===== src/rtl/framebuffer_writer.sv =====
// Renderer pixel stream to framebuffer BRAM port A: bounds check, 12-bit colour
// quantisation, linear addressing, frame tracking and double-buffer swap handshake.
module framebuffer_writer #(
  parameter int unsigned START_X       = 390,
  parameter int unsigned START_Y       = 390,
  parameter int unsigned END_X         = 634,
  parameter int unsigned END_Y         = 765,
  parameter int unsigned DOUBLE_BUFFER = 1,
  parameter int unsigned ADDR_WIDTH    = 18
) (
  input  logic                  clk_in,
  input  logic                  rst_in,
  input  logic [23:0]           pixel_axis_tdata,
  input  logic [10:0]           hcount_in,
  input  logic [9:0]            vcount_in,
  input  logic                  pixel_axis_tvalid,
  output logic                  pixel_axis_tready,
  input  logic                  swap_ack_in,
  output logic [ADDR_WIDTH-1:0] addr_out,
  output logic [11:0]           data_out,
  output logic                  we_out,
  output logic                  write_bank_out,
  output logic                  display_bank_out,
  output logic                  frame_done_out,
  output logic [16:0]           last_frame_count_out,
  output logic [15:0]           oob_count_out
);

  localparam int unsigned WIDTH        = END_X - START_X;
  localparam int unsigned FRAME_PIXELS = WIDTH * (END_Y - START_Y);

  localparam logic [1:0] ST_WRITE     = 2'd0;
  localparam logic [1:0] ST_DRAIN     = 2'd1;
  localparam logic [1:0] ST_WAIT_SWAP = 2'd2;

  logic [1:0]  state;
  logic [1:0]  state_nxt;
  logic        accept;
  logic        in_region;
  logic        is_last;
  logic        s1_valid;
  logic        s1_in_region;
  logic [10:0] s1_x_off;
  logic [9:0]  s1_y_off;
  logic [11:0] s1_color;
  logic        s1_last;
  logic        s1_write;
  logic [16:0] run_count;
  logic [ADDR_WIDTH-1:0] bank_base;

  assign pixel_axis_tready = (state == ST_WRITE) && !rst_in;
  assign accept            = pixel_axis_tvalid && pixel_axis_tready;
  assign display_bank_out  = (DOUBLE_BUFFER != 0) ? (~write_bank_out & ~rst_in) : 1'b0;

  // Region test on raw coordinates, before any offset subtraction can wrap
  assign in_region = (32'(hcount_in) >= START_X) && (32'(hcount_in) < END_X) &&
                     (32'(vcount_in) >= START_Y) && (32'(vcount_in) < END_Y);
  assign is_last   = in_region && (32'(hcount_in) == END_X - 1) &&
                     (32'(vcount_in) == END_Y - 1);

  assign s1_write  = s1_valid && s1_in_region;
  assign bank_base = write_bank_out ? ADDR_WIDTH'(FRAME_PIXELS) : '0;

  // State register
  always_ff @(posedge clk_in or posedge rst_in) begin
    if (rst_in) state <= ST_WRITE;
    else        state <= state_nxt;
  end

  // Next-state logic; DRAIN holds until the last pixel's write cycle has been issued
  always_comb begin
    state_nxt = state;
    case (state)
      ST_WRITE:     if (accept && is_last) state_nxt = ST_DRAIN;
      ST_DRAIN:     if (frame_done_out) state_nxt = (DOUBLE_BUFFER != 0) ? ST_WAIT_SWAP : ST_WRITE;
      ST_WAIT_SWAP: if (swap_ack_in) state_nxt = ST_WRITE;
      default:      state_nxt = ST_WRITE;
    endcase
  end

  // Stage 1: offsets, quantised colour and flags
  always_ff @(posedge clk_in or posedge rst_in) begin
    if (rst_in) begin
      s1_valid     <= 1'b0;
      s1_in_region <= 1'b0;
      s1_x_off     <= '0;
      s1_y_off     <= '0;
      s1_color     <= '0;
      s1_last      <= 1'b0;
    end else begin
      s1_valid <= accept;
      if (accept) begin
        s1_in_region <= in_region;
        s1_x_off     <= hcount_in - 11'(START_X);
        s1_y_off     <= vcount_in - 10'(START_Y);
        s1_color     <= {pixel_axis_tdata[23:20], pixel_axis_tdata[15:12], pixel_axis_tdata[7:4]};
        s1_last      <= is_last;
      end
    end
  end

  // Stage 2: BRAM write port and frame accounting
  always_ff @(posedge clk_in or posedge rst_in) begin
    if (rst_in) begin
      addr_out             <= '0;
      data_out             <= '0;
      we_out               <= 1'b0;
      frame_done_out       <= 1'b0;
      last_frame_count_out <= '0;
      run_count            <= '0;
    end else begin
      we_out         <= s1_write;
      frame_done_out <= 1'b0;
      if (s1_write) begin
        addr_out <= bank_base + ADDR_WIDTH'(s1_x_off) + ADDR_WIDTH'(32'(s1_y_off) * WIDTH);
        data_out <= s1_color;
        if (s1_last) begin
          frame_done_out       <= 1'b1;
          last_frame_count_out <= run_count + 17'd1;
          run_count            <= '0;
        end else begin
          run_count <= run_count + 17'd1;
        end
      end
    end
  end

  // Dropped-beat counter and bank select
  always_ff @(posedge clk_in or posedge rst_in) begin
    if (rst_in) begin
      oob_count_out  <= '0;
      write_bank_out <= 1'b0;
    end else begin
      if (accept && !in_region && (oob_count_out != 16'hFFFF))
        oob_count_out <= oob_count_out + 16'd1;
      if ((state == ST_WAIT_SWAP) && swap_ack_in)
        write_bank_out <= ~write_bank_out;
    end
  end

endmodule


===== config.mk =====
export PLATFORM = sky130hd
export DESIGN_NAME = framebuffer_writer
export DESIGN_NICKNAME = d
export VERILOG_FILES = /design/src/rtl/framebuffer_writer.sv
export SDC_FILE = /design/constraint.sdc
export NUM_CORES = 1
export LEC_CHECK = 0
export ABC_AREA = 1
export CAP_MARGIN = 5
export CORE_ASPECT_RATIO = 0.75
export CORE_MARGIN = 2
export CORE_UTILIZATION = 41
export CTS_CLUSTER_SIZE = 24
export DETAILED_ROUTE_END_ITERATION = 6
export PLACE_DENSITY = 0.72
export SLEW_MARGIN = 20
export SYNTH_ARGS = -nofsm -noshare
export SYNTH_HDL_FRONTEND = slang
export SYNTH_SLANG_ARGS = --single-unit
export TNS_END_PERCENT = 50

===== constraint.sdc =====
create_clock -name clk_in -period 6.2 [get_ports clk_in]
set_clock_uncertainty 0.05 [all_clocks]
set_input_delay 0.93 -clock clk_in [delete_from_list [all_inputs] [get_ports clk_in]]
set_output_delay 0.93 -clock clk_in [all_outputs]
set_load 0.005 [all_outputs]

==> results of run 1 <==
==> synth_stat cells, types with 3 or more instances <==
library cell / n / share of area (%)
nand2_1: 285 / 13
buf_1: 3 / 0.14
xor2_1: 27 / 3.0
o21ai_2: 14 / 1.5
fa_1: 31 / 7.8
or2_2: 4 / 0.31
clkbuf_1: 8 / 0.38
nor2_1: 34 / 1.6
nand4_1: 12 / 0.94
o21bai_1: 3 / 0.28
ha_1: 53 / 8.3
o21ai_0: 43 / 2.7
xnor2_1: 11 / 1.2
buf_4: 3 / 0.28
a31oi_1: 6 / 0.47
inv_2: 6 / 0.28
dfrtp_1: 121 / 38
nor4_2: 3 / 0.47
inv_1: 153 / 7.2
nand3_2: 6 / 0.76
o21ai_1: 9 / 0.57
nor3_1: 8 / 0.50
nor3_2: 3 / 0.38
a21oi_1: 19 / 1.2
nand3_1: 49 / 3.1
o22ai_1: 11 / 0.87
nor2_2: 7 / 0.55
==> path summary, 6_finish.rpt <==
check                                 start                        to  slack, ns  depth (start not counted)
worst min register to register  s1_color[9]               data_out[9]       0.42                          2
worst min-delay path            s1_color[9]               data_out[9]       0.42                          2
max in group asynchronous            rst_in          oob_count_out[3]       3.87                          3
min in group asynchronous            rst_in  last_frame_count_out[11]       1.08                          2
worst max-delay path            s1_y_off[2]              addr_out[15]       1.02                         25
worst max register to register  s1_y_off[2]              addr_out[15]       1.02                         25
==> logic make-up (layout without fill, tap and decap cells) <==
| group | after synthesis | after routing | share of synthesized area [%] |
|---|---|---|---|
| compound gates | 117 | 117 | 8.95 |
| xor+xnor | 38 | 38 | 4.18 |
| fa+ha+maj | 84 | 84 | 16.1 |
| buf+inv | 179 | 299 | 9.00 |
| flops | 121 | 121 | 38.1 |
| simple gates | 424 | 424 | 23.7 |
==> per-layer routing <==
layer | track usage, % | up-vias | wire, um
li1 | - | 3277 | -
met3 | 5.59 | 19 | 1090
met2 | 26.8 | 162 | 7730
met5 | 0 | - | 13
met1 | 27.6 | 3033 | 9170
met4 | 5.32 | 2 | 239
==> power breakdown <==
part           leakage (nW)  internal [mW]  switching (mW)
Combinational          2.91           1.40            1.92
Clock                 0.322          0.715           0.377
Sequential             1.59          0.915           0.104
Total                  4.82           3.03            2.40
==> state kept, by name, indices dropped and copies added (netlist names), 2 cells and up <==
register and flops:
addr_out 18, s1_x_off 11, oob_count_out 16, data_out 12, state 2, s1_y_off 10, run_count 17, last_frame_count_out 17
s1_color 12
==> cell type report <==
class	count	area (um^2)	share of cell area, %
clock buffer	17	425	4.31
clock inverter	15	223	2.26
inverter	160	603	6.11
multi-input combinational	663	4210	42.7
sequential	121	3030	30.7
tap	253	317	3.21
timing repair buffer	107	1060	10.8
==> per-stage QoR <==
stage | hold slack [ns] | cells | power (mW)
after floorplan | 0.392 | 963 | 3.56
after global placement | 0.398 | 1304 | 4.26
after detailed placement | 0.402 | 1304 | 4.33
after CTS | 0.420 | 1336 | 5.45
after global routing | 0.430 | 1336 | 6.08
final | 0.417 | 1336 | 5.43
==> worst register-to-register path: cells and delay by family, from the launching register on <==
| family | cells | cell delay [ns] |
|---|---|---|
| AOI/OAI and AO/OA | 1 | 0.27 |
| xor gates and xnor gates | 1 | 0.18 |
| adders and majority gates | 6 | 2.80 |
| buffers and inverters | 4 | 0.27 |
| DFF | 1 | 0.47 |
| and+or+nand+nor | 13 | 1.04 |
==> impl_metrics.tcl, run 1 <==
set metrics [dict create \
    status "complete, no violations" \
    synth_edf_count 0 \
    syn_inst 963 \
    netlist_area_um2 7950 \
    syn_nets 1096 \
    nets 1203 \
    ir_drop_mv 0.425 \
    cts_resized 0 \
    via_count 6493 \
    cts_root_buf "clkbuf_16" \
    antenna_found_initial 1 \
    grt_max_degree 75 \
    firstDrtPassIters 5 \
    setup_violations 0 \
    layout_commonest_cell "nand2_1" \
    final_area_um2 9870 \
    hpwl_um 13600 \
    rows 44 \
    ys_ff_latch 121 \
    grt_pass1_wl_um 30700 \
    clockBufferDepth 2 \
    core_um2 19200 \
    ys_types 50 \
    ios 117 \
    via_per_inst 4.86 \
    final_util_pct 51.5 \
    first_iter_violations 433 \
    drive_gt1_share_pct 8.22 \
    clk_pin_slew_ns 0.06 \
    timing.critical_path.mode_cell "nand2_1" \
    power.density_nw_per_um2 550 \
    ctsHoldBuffers 0 \
    yosysWarnings 0 \
    rsz0062_at_grt "no" \
    crit_buf_inv 4 \
    ys_seq_area_share_pct 38.1 \
    synth_flop_cell "dfrtp_1" \
    pre_cts_ws_ns 1.04 \
    slew_viol_final 0 \
    critPathKind "register to register" \
    fmax_mhz 193 \
    gp_congestion 0.843 \
    async_flop_share_pct 100 \
    clock-sinks 121 \
    drc 0 \
    finalCritPeriodShare_pct 83.6 \
    maxCapViolCount 0 \
    area_growth_pct 24.1 \
    wl_um 18200 \
    endpoint_kind "register" \
    grt.overflow.total 0 \
    hold_viol 0 \
    critPathTopFamily "adder cells" \
    dieHeight_um 125 \
    die-area_um2 20500 \
    ant_nets 0 \
    num-fill-cells 1796 \
    antenna_cells 0 \
    worst_pin_slew_ns 0.911 \
    slew_headroom_pct 39.3 \
    placed_cell_area_um2 9220 \
    start_kind "register" \
    leakagePower_nw 4.82 \
    track_usage_pct 18.8 \
    routedWlPerCell_um 13.7 \
    critical_path_arrival_ns 5.44 \
    start_util_pct 41.5 \
    setup_tns_ns 0 \
    avgSynthCellArea_um2 8.26 \
    postLayoutSetupSlackWorst_ns 1.02 \
    slowest_stage "fa_1" \
    cts_setup_buffers 0 \
    port-buffer-count 104 \
    numCtsBuffers 17 \
    crit_required_ns 6.46 \
    htreeDepth 4 \
    cts_tree "yes" \
    grt_pass1_vias 6211 \
    insertion_delay_ns 0.42 \
    mostFrequentLayoutCells "nand2_1, inv_1, dfrtp_1, clkdlybuf4s50_1, ha_1" \
    min_period_ns 5.18 \
    worstHoldPathType "register to register" \
    cp_slowest_stage_delay_ns 0.54 \
    fp.dieW_um 165 \
    crit_path_max_fanout 6 \
]
Power figures use the tool's default switching activity.
==> inputs of run 2 (changes only) <==
--- a/config.mk
+++ b/config.mk
@@ -12,7 +12,7 @@
 export CORE_UTILIZATION = 41
 export CTS_CLUSTER_SIZE = 24
 export DETAILED_ROUTE_END_ITERATION = 6
-export PLACE_DENSITY = 0.72
+export PLACE_DENSITY = 0.75
 export SLEW_MARGIN = 20
 export SYNTH_ARGS = -nofsm -noshare
 export SYNTH_HDL_FRONTEND = slang
==> constraint.sdc (replaced) <==
create_clock -name clk_in -period 4.4 [get_ports clk_in]
set_clock_uncertainty 0.05 [all_clocks]
set_input_delay 0.66 -clock clk_in [delete_from_list [all_inputs] [get_ports clk_in]]
set_output_delay 0.66 -clock clk_in [all_outputs]
set_load 0.005 [all_outputs]
==> impl_metrics.tcl, run 2 (synthesis results as in run 1) <==
set metrics [dict create \
    p_seq_share_pct 14.6 \
    htreeDepth 4 \
    via_per_inst 4.86 \
    port-buffer-count 104 \
    min_period_ns 4.58 \
    crit_path_max_fanout 4 \
    crit_end "addr_out[15]" \
    crit_path_start "s1_y_off[3]" \
    cts_root_buf "clkbuf_16" \
    reg2reg_to "addr_out[15]" \
    ctsHoldBuffers 0 \
    setup_violations 7 \
    endpoint_kind "register" \
    reg_top3 "addr_out x18, last_frame_count_out x17, run_count x17" \
    netSwitchingPower_mw 4.11 \
    power.density_nw_per_um2 935 \
    clockBufferDepth 2 \
    die-area_um2 20500 \
    ant_nets 0 \
    core_um2 19200 \
    leakagePower_nw 5.05 \
    numCtsBuffers 17 \
    hpwl_um 14000 \
    area_growth_pct 31.3 \
    fmax_mhz 218 \
    cts_tree "yes" \
    violations "design-rule violations, negative setup slack" \
    internal_power_mw 5.65 \
    critical_path_arrival_ns 4.83 \
    postLayoutSetupSlackWorst_ns -0.177 \
    layout_commonest_cell "nand2_1" \
    setup_tns_ns -0.954 \
    via_count 6734 \
    dieHeight_um 125 \
    insertion_delay_ns 0.42 \
    comb_power_share_pct 70.2 \
    antenna_cells 0 \
    final_util_pct 54.5 \
    drc 2 \
    worstHoldPathType "register to register" \
    routedWlPerCell_um 13.8 \
    grtUsageMet2_pct 29.6 \
    ir_drop_mv 1.05 \
    status "finished, violations left" \
    hold_viol 0 \
    fp.dieW_um 165 \
    grt_pass1_vias 6673 \
    slew_viol_final 0 \
    wl_um 19100 \
    clock-sinks 121 \
    critPathKind "register to register" \
    nets 1254 \
    largest_register "addr_out" \
    mostFrequentLayoutCells "nand2_1, inv_1, dfrtp_1, clkdlybuf4s50_1, buf_4" \
    first_iter_violations 534 \
    finalCritPeriodShare_pct 104 \
    grtUsageMet1_pct 27.2 \
    largest_reg_flops 18 \
    placed_cell_area_um2 9630 \
    maxCapViolCount 0 \
    grt.overflow.total 0 \
    grt_use_met3_pct 5.16 \
    busiest_layer "met2" \
    clk_pin_slew_ns 0.06 \
    start_util_pct 41.5 \
    firstDrtPassIters 7 \
    ios 117 \
    track_usage_pct 19.4 \
    whs_ns 0.412 \
    switching_share_pct 42.1 \
    grt_pass1_wl_um 31900 \
    rows 44 \
    worst_pin_slew_ns 0.701 \
    start_kind "register" \
    ff2ff_path_depth 24 \
    finalPower_mw 9.77 \
    grt_max_degree 48 \
    drive_gt1_share_pct 15.6 \
    slew_headroom_pct 53.2 \
    reg2reg_from "s1_y_off[3]" \
    r2r_slack_ns -0.18 \
    pwr-share-clk_pct 15.3 \
    gp_congestion 0.815 \
    crit_required_ns 4.66 \
    final_area_um2 10400 \
    rsz0062_at_grt "yes" \
    antenna_found_initial 0 \
]
run 2: cell count changes in the layout (fill, tap and decap cells not counted), moves of 3 or more:
cell	previous run	this run
nand3_2	6	9
buf_4	3	54
inv_2	6	12
nand3_1	49	46
clkinv_2	4	0
inv_1	152	146
clkbuf_8	0	4
nand2_2	2	10
ha_4	0	9
nand2_1	285	277
ha_1	53	44
run 2: area by class of cell:
cell class | count | area, um^2
tap | 253 | 317
timing repair buffer | 158 | 1450
inverter | 160 | 603
fill | 1710 | 8710
sequential | 121 | 3030
clock inverter | 11 | 158
multi-input combinational | 663 | 4410
clock buffer | 21 | 480
run 2: worst min-delay path by stage:
stage               depth (start not counted)  slack (ns)         from          end
finish                                      2        0.41  s1_color[7]  data_out[7]
global route                                2        0.43  s1_color[7]  data_out[7]
CTS                                         2        0.42  s1_color[7]  data_out[7]
detailed placement                          2        0.40  s1_color[1]  data_out[1]
global placement                            2        0.40  s1_color[4]  data_out[4]
floorplan                                   2        0.39  s1_x_off[0]  addr_out[0]
run 2: power groups by stage:
stage	sequential [mW]	combinational (mW)	clock, mW
after global routing	1.45	7.70	1.55
after floorplan	1.44	3.84	0
after global placement	1.44	5.72	0
final	1.43	6.85	1.49
after detailed placement	1.44	5.84	0
after CTS	1.43	6.34	1.51
run 2: metrics by stage:
stage	setup slack (ns)	instances
finish	-0.177	1387
global route	-0.428	1387
CTS	-0.122	1383
detailed placement	-0.205	1349
global placement	-0.165	1349
floorplan	0.0172	963
run 2: timing repair:
action                     CTS  global route
pin swaps                    6             9
setup endpoints to repair    7             9
buffers inserted             2             4
resized for setup           11            13
run 2: metal layers:
metal,up-vias,wire length [um]
li1,3368,-
met1,3188,9200
met2,157,8580
met3,21,1060
met4,0,244
met5,-,0
run 2: critical path, stage by stage, from the launching register on:
cell      delay, ns
dfrtp_1        0.39
buf_4          0.14
fa_1           0.47
inv_1          0.05
fa_1           0.53
inv_1          0.06
fa_2           0.41
ha_4           0.28
nand2_2        0.07
nand2_2        0.08
a31oi_4        0.18
xnor2_2        0.14
fa_1           0.47
ha_4           0.32
nand2_2        0.05
nor2_1         0.11
nand3_1        0.09
nand2_2        0.08
nand2_2        0.06
nand2_2        0.09
nand3b_1       0.10
nand2_1        0.07
nand2_1        0.05
nand3_1        0.06
nand2_1        0.06
==> inputs of run 3 (changes only) <==
--- a/config.mk
+++ b/config.mk
@@ -10,9 +10,11 @@
 export CORE_ASPECT_RATIO = 0.75
 export CORE_MARGIN = 2
 export CORE_UTILIZATION = 41
+export CTS_CLUSTER_DIAMETER = 100
 export CTS_CLUSTER_SIZE = 24
 export DETAILED_ROUTE_END_ITERATION = 6
 export PLACE_DENSITY = 0.75
+export SETUP_SLACK_MARGIN = 0.1
 export SLEW_MARGIN = 20
 export SYNTH_ARGS = -nofsm -noshare
 export SYNTH_HDL_FRONTEND = slang
==> impl_metrics.tcl, run 3 (synthesis results as in run 1) <==
set metrics [dict create \
    status "finished, violations left" \
    violations "negative setup slack" \
    hpwl_um 13900 \
    power.density_nw_per_um2 978 \
    clk_pin_slew_ns 0.05 \
    postLayoutSetupSlackWorst_ns -0.187 \
    worst_pin_slew_ns 0.801 \
    track_usage_pct 19.5 \
    cts_tree "yes" \
    ir_drop_mv 0.923 \
    dp_cells 1347 \
    ctsHoldBuffers 0 \
    start_util_pct 41.5 \
    drive_gt1_share_pct 15.8 \
    grt.overflow.total 0 \
    setup_violations 7 \
    leakagePower_nw 5.04 \
    clock-sinks 121 \
    firstDrtPassIters 5 \
    dieHeight_um 125 \
    slew_headroom_pct 46.6 \
    fmax_mhz 218 \
    reg_top3 "addr_out x18, last_frame_count_out x17, run_count x17" \
    largest_reg_flops 18 \
    area_growth_pct 31.2 \
    cts_root_buf "clkbuf_16" \
    crit_path_max_fanout 4 \
    hold_viol 0 \
    ant_nets 0 \
    largest_register "addr_out" \
    core_um2 19200 \
    grt_pass1_vias 6687 \
    nets 1254 \
    placed_cell_area_um2 9630 \
    whs_ns 0.417 \
    mostFrequentLayoutCells "nand2_1, inv_1, dfrtp_1, clkdlybuf4s50_1, buf_4" \
    endpoint_kind "register" \
    final_area_um2 10400 \
    drc 0 \
    grt_max_degree 91 \
    final_cells 1385 \
    via_count 6732 \
    min_period_ns 4.59 \
    layout_commonest_cell "nand2_1" \
    via_per_inst 4.86 \
    insertion_delay_ns 0.42 \
    first_iter_violations 474 \
    antenna_cells 0 \
    antenna_found_initial 0 \
    routedWlPerCell_um 13.8 \
    rsz0062_at_grt "yes" \
    r2r_slack_ns -0.19 \
    port-buffer-count 104 \
    die-area_um2 20500 \
    slew_viol_final 0 \
    critical_path_arrival_ns 4.84 \
    gp_congestion 0.852 \
    worstHoldPathType "register to register" \
    clockBufferDepth 2 \
    finalCritPeriodShare_pct 104 \
    maxCapViolCount 0 \
    critPathKind "register to register" \
    htreeDepth 4 \
    num-fill-cells 1675 \
    crit_required_ns 4.66 \
    wl_um 19100 \
    rows 44 \
    grt_pass1_wl_um 32200 \
    ios 117 \
    numCtsBuffers 17 \
    start_kind "register" \
    fp.dieW_um 165 \
]
==> run 3: cell count changes in the layout (fill, tap and decap cells not counted), sizes merged <==
cell and delta:
inv -3, clkinv +1
==> run 3: worst max-delay path, stage by stage (launching register included) <==
cell and delay (ns):
dfrtp_1 0.39, inv_2 0.08, fa_1 0.53, inv_1 0.05, fa_1 0.47, inv_1 0.05
fa_1 0.49, inv_2 0.05, ha_4 0.23, nand2_2 0.07, nand2_2 0.07, a31oi_4 0.18
xnor2_2 0.14, fa_1 0.47, ha_4 0.31, buf_4 0.11, nand2_4 0.05, nor2_4 0.10
nand3_2 0.10, nand3_2 0.11, nand4_1 0.11, nand2_1 0.09, nand2_1 0.06, nand3_2 0.06
nand2_1 0.06
==> run 3: path summary, 6_finish.rpt <==
check,from,end,cells past startpoint
setup / recovery,s1_y_off[3],addr_out[16],24
hold / removal,s1_color[1],data_out[1],2
setup reg to reg,s1_y_off[3],addr_out[16],24
hold reg to reg,s1_color[1],data_out[1],2
max in group asynchronous,rst_in,addr_out[1],3
min in group asynchronous,rst_in,run_count[12],2
==> run 3: stage by stage <==
step                total power [mW]  utilization, %  setup WS, ns  TNS [ns]
floorplan                       5.33               -        0.0272         0
global placement                7.24            50.2        -0.147    -0.567
detailed placement              7.36            50.2        -0.232     -1.08
CTS                             9.31            53.9        -0.112    -0.573
global route                    11.1            54.5        -0.384     -2.49
finish                          10.2            54.5        -0.187    -0.911
==> run 3: final cells by class <==
type / count / area, um^2 / area share (%)
Clock buffer: 21 / 450 / 4.32
Multi-Input combinational cell: 663 / 4460 / 42.7
Clock inverter: 9 / 125 / 1.20
Tap cell: 253 / 317 / 3.03
Sequential cell: 121 / 3030 / 29.0
Inverter: 160 / 606 / 5.80
Timing Repair Buffer: 158 / 1450 / 13.9
==> run 3: per-layer routing <==
metal	vias up	part of all wire [%]	GRT usage (%)
li1	3371	-	-
met1	3170	48	28.0
met2	169	45	29.1
met3	22	5.7	5.06
met4	0	1.3	5.22
met5	-	0	0
==> run 3: where the power goes <==
group	internal [mW]	switching [mW]
clock network	0.893	0.493
logic	3.67	3.73
registers	1.29	0.133
total	5.85	4.35
==> run 3: what timing repair did <==
action / 4_1_cts / 5_1_grt
endpoints found under the hold margin: 0 / 0
pin swaps: 3 / 14
gates cloned: 0 / 0
gates resized for setup: 15 / 18
buffers inserted: 6 / 2
endpoints found under the setup margin: 8 / 9
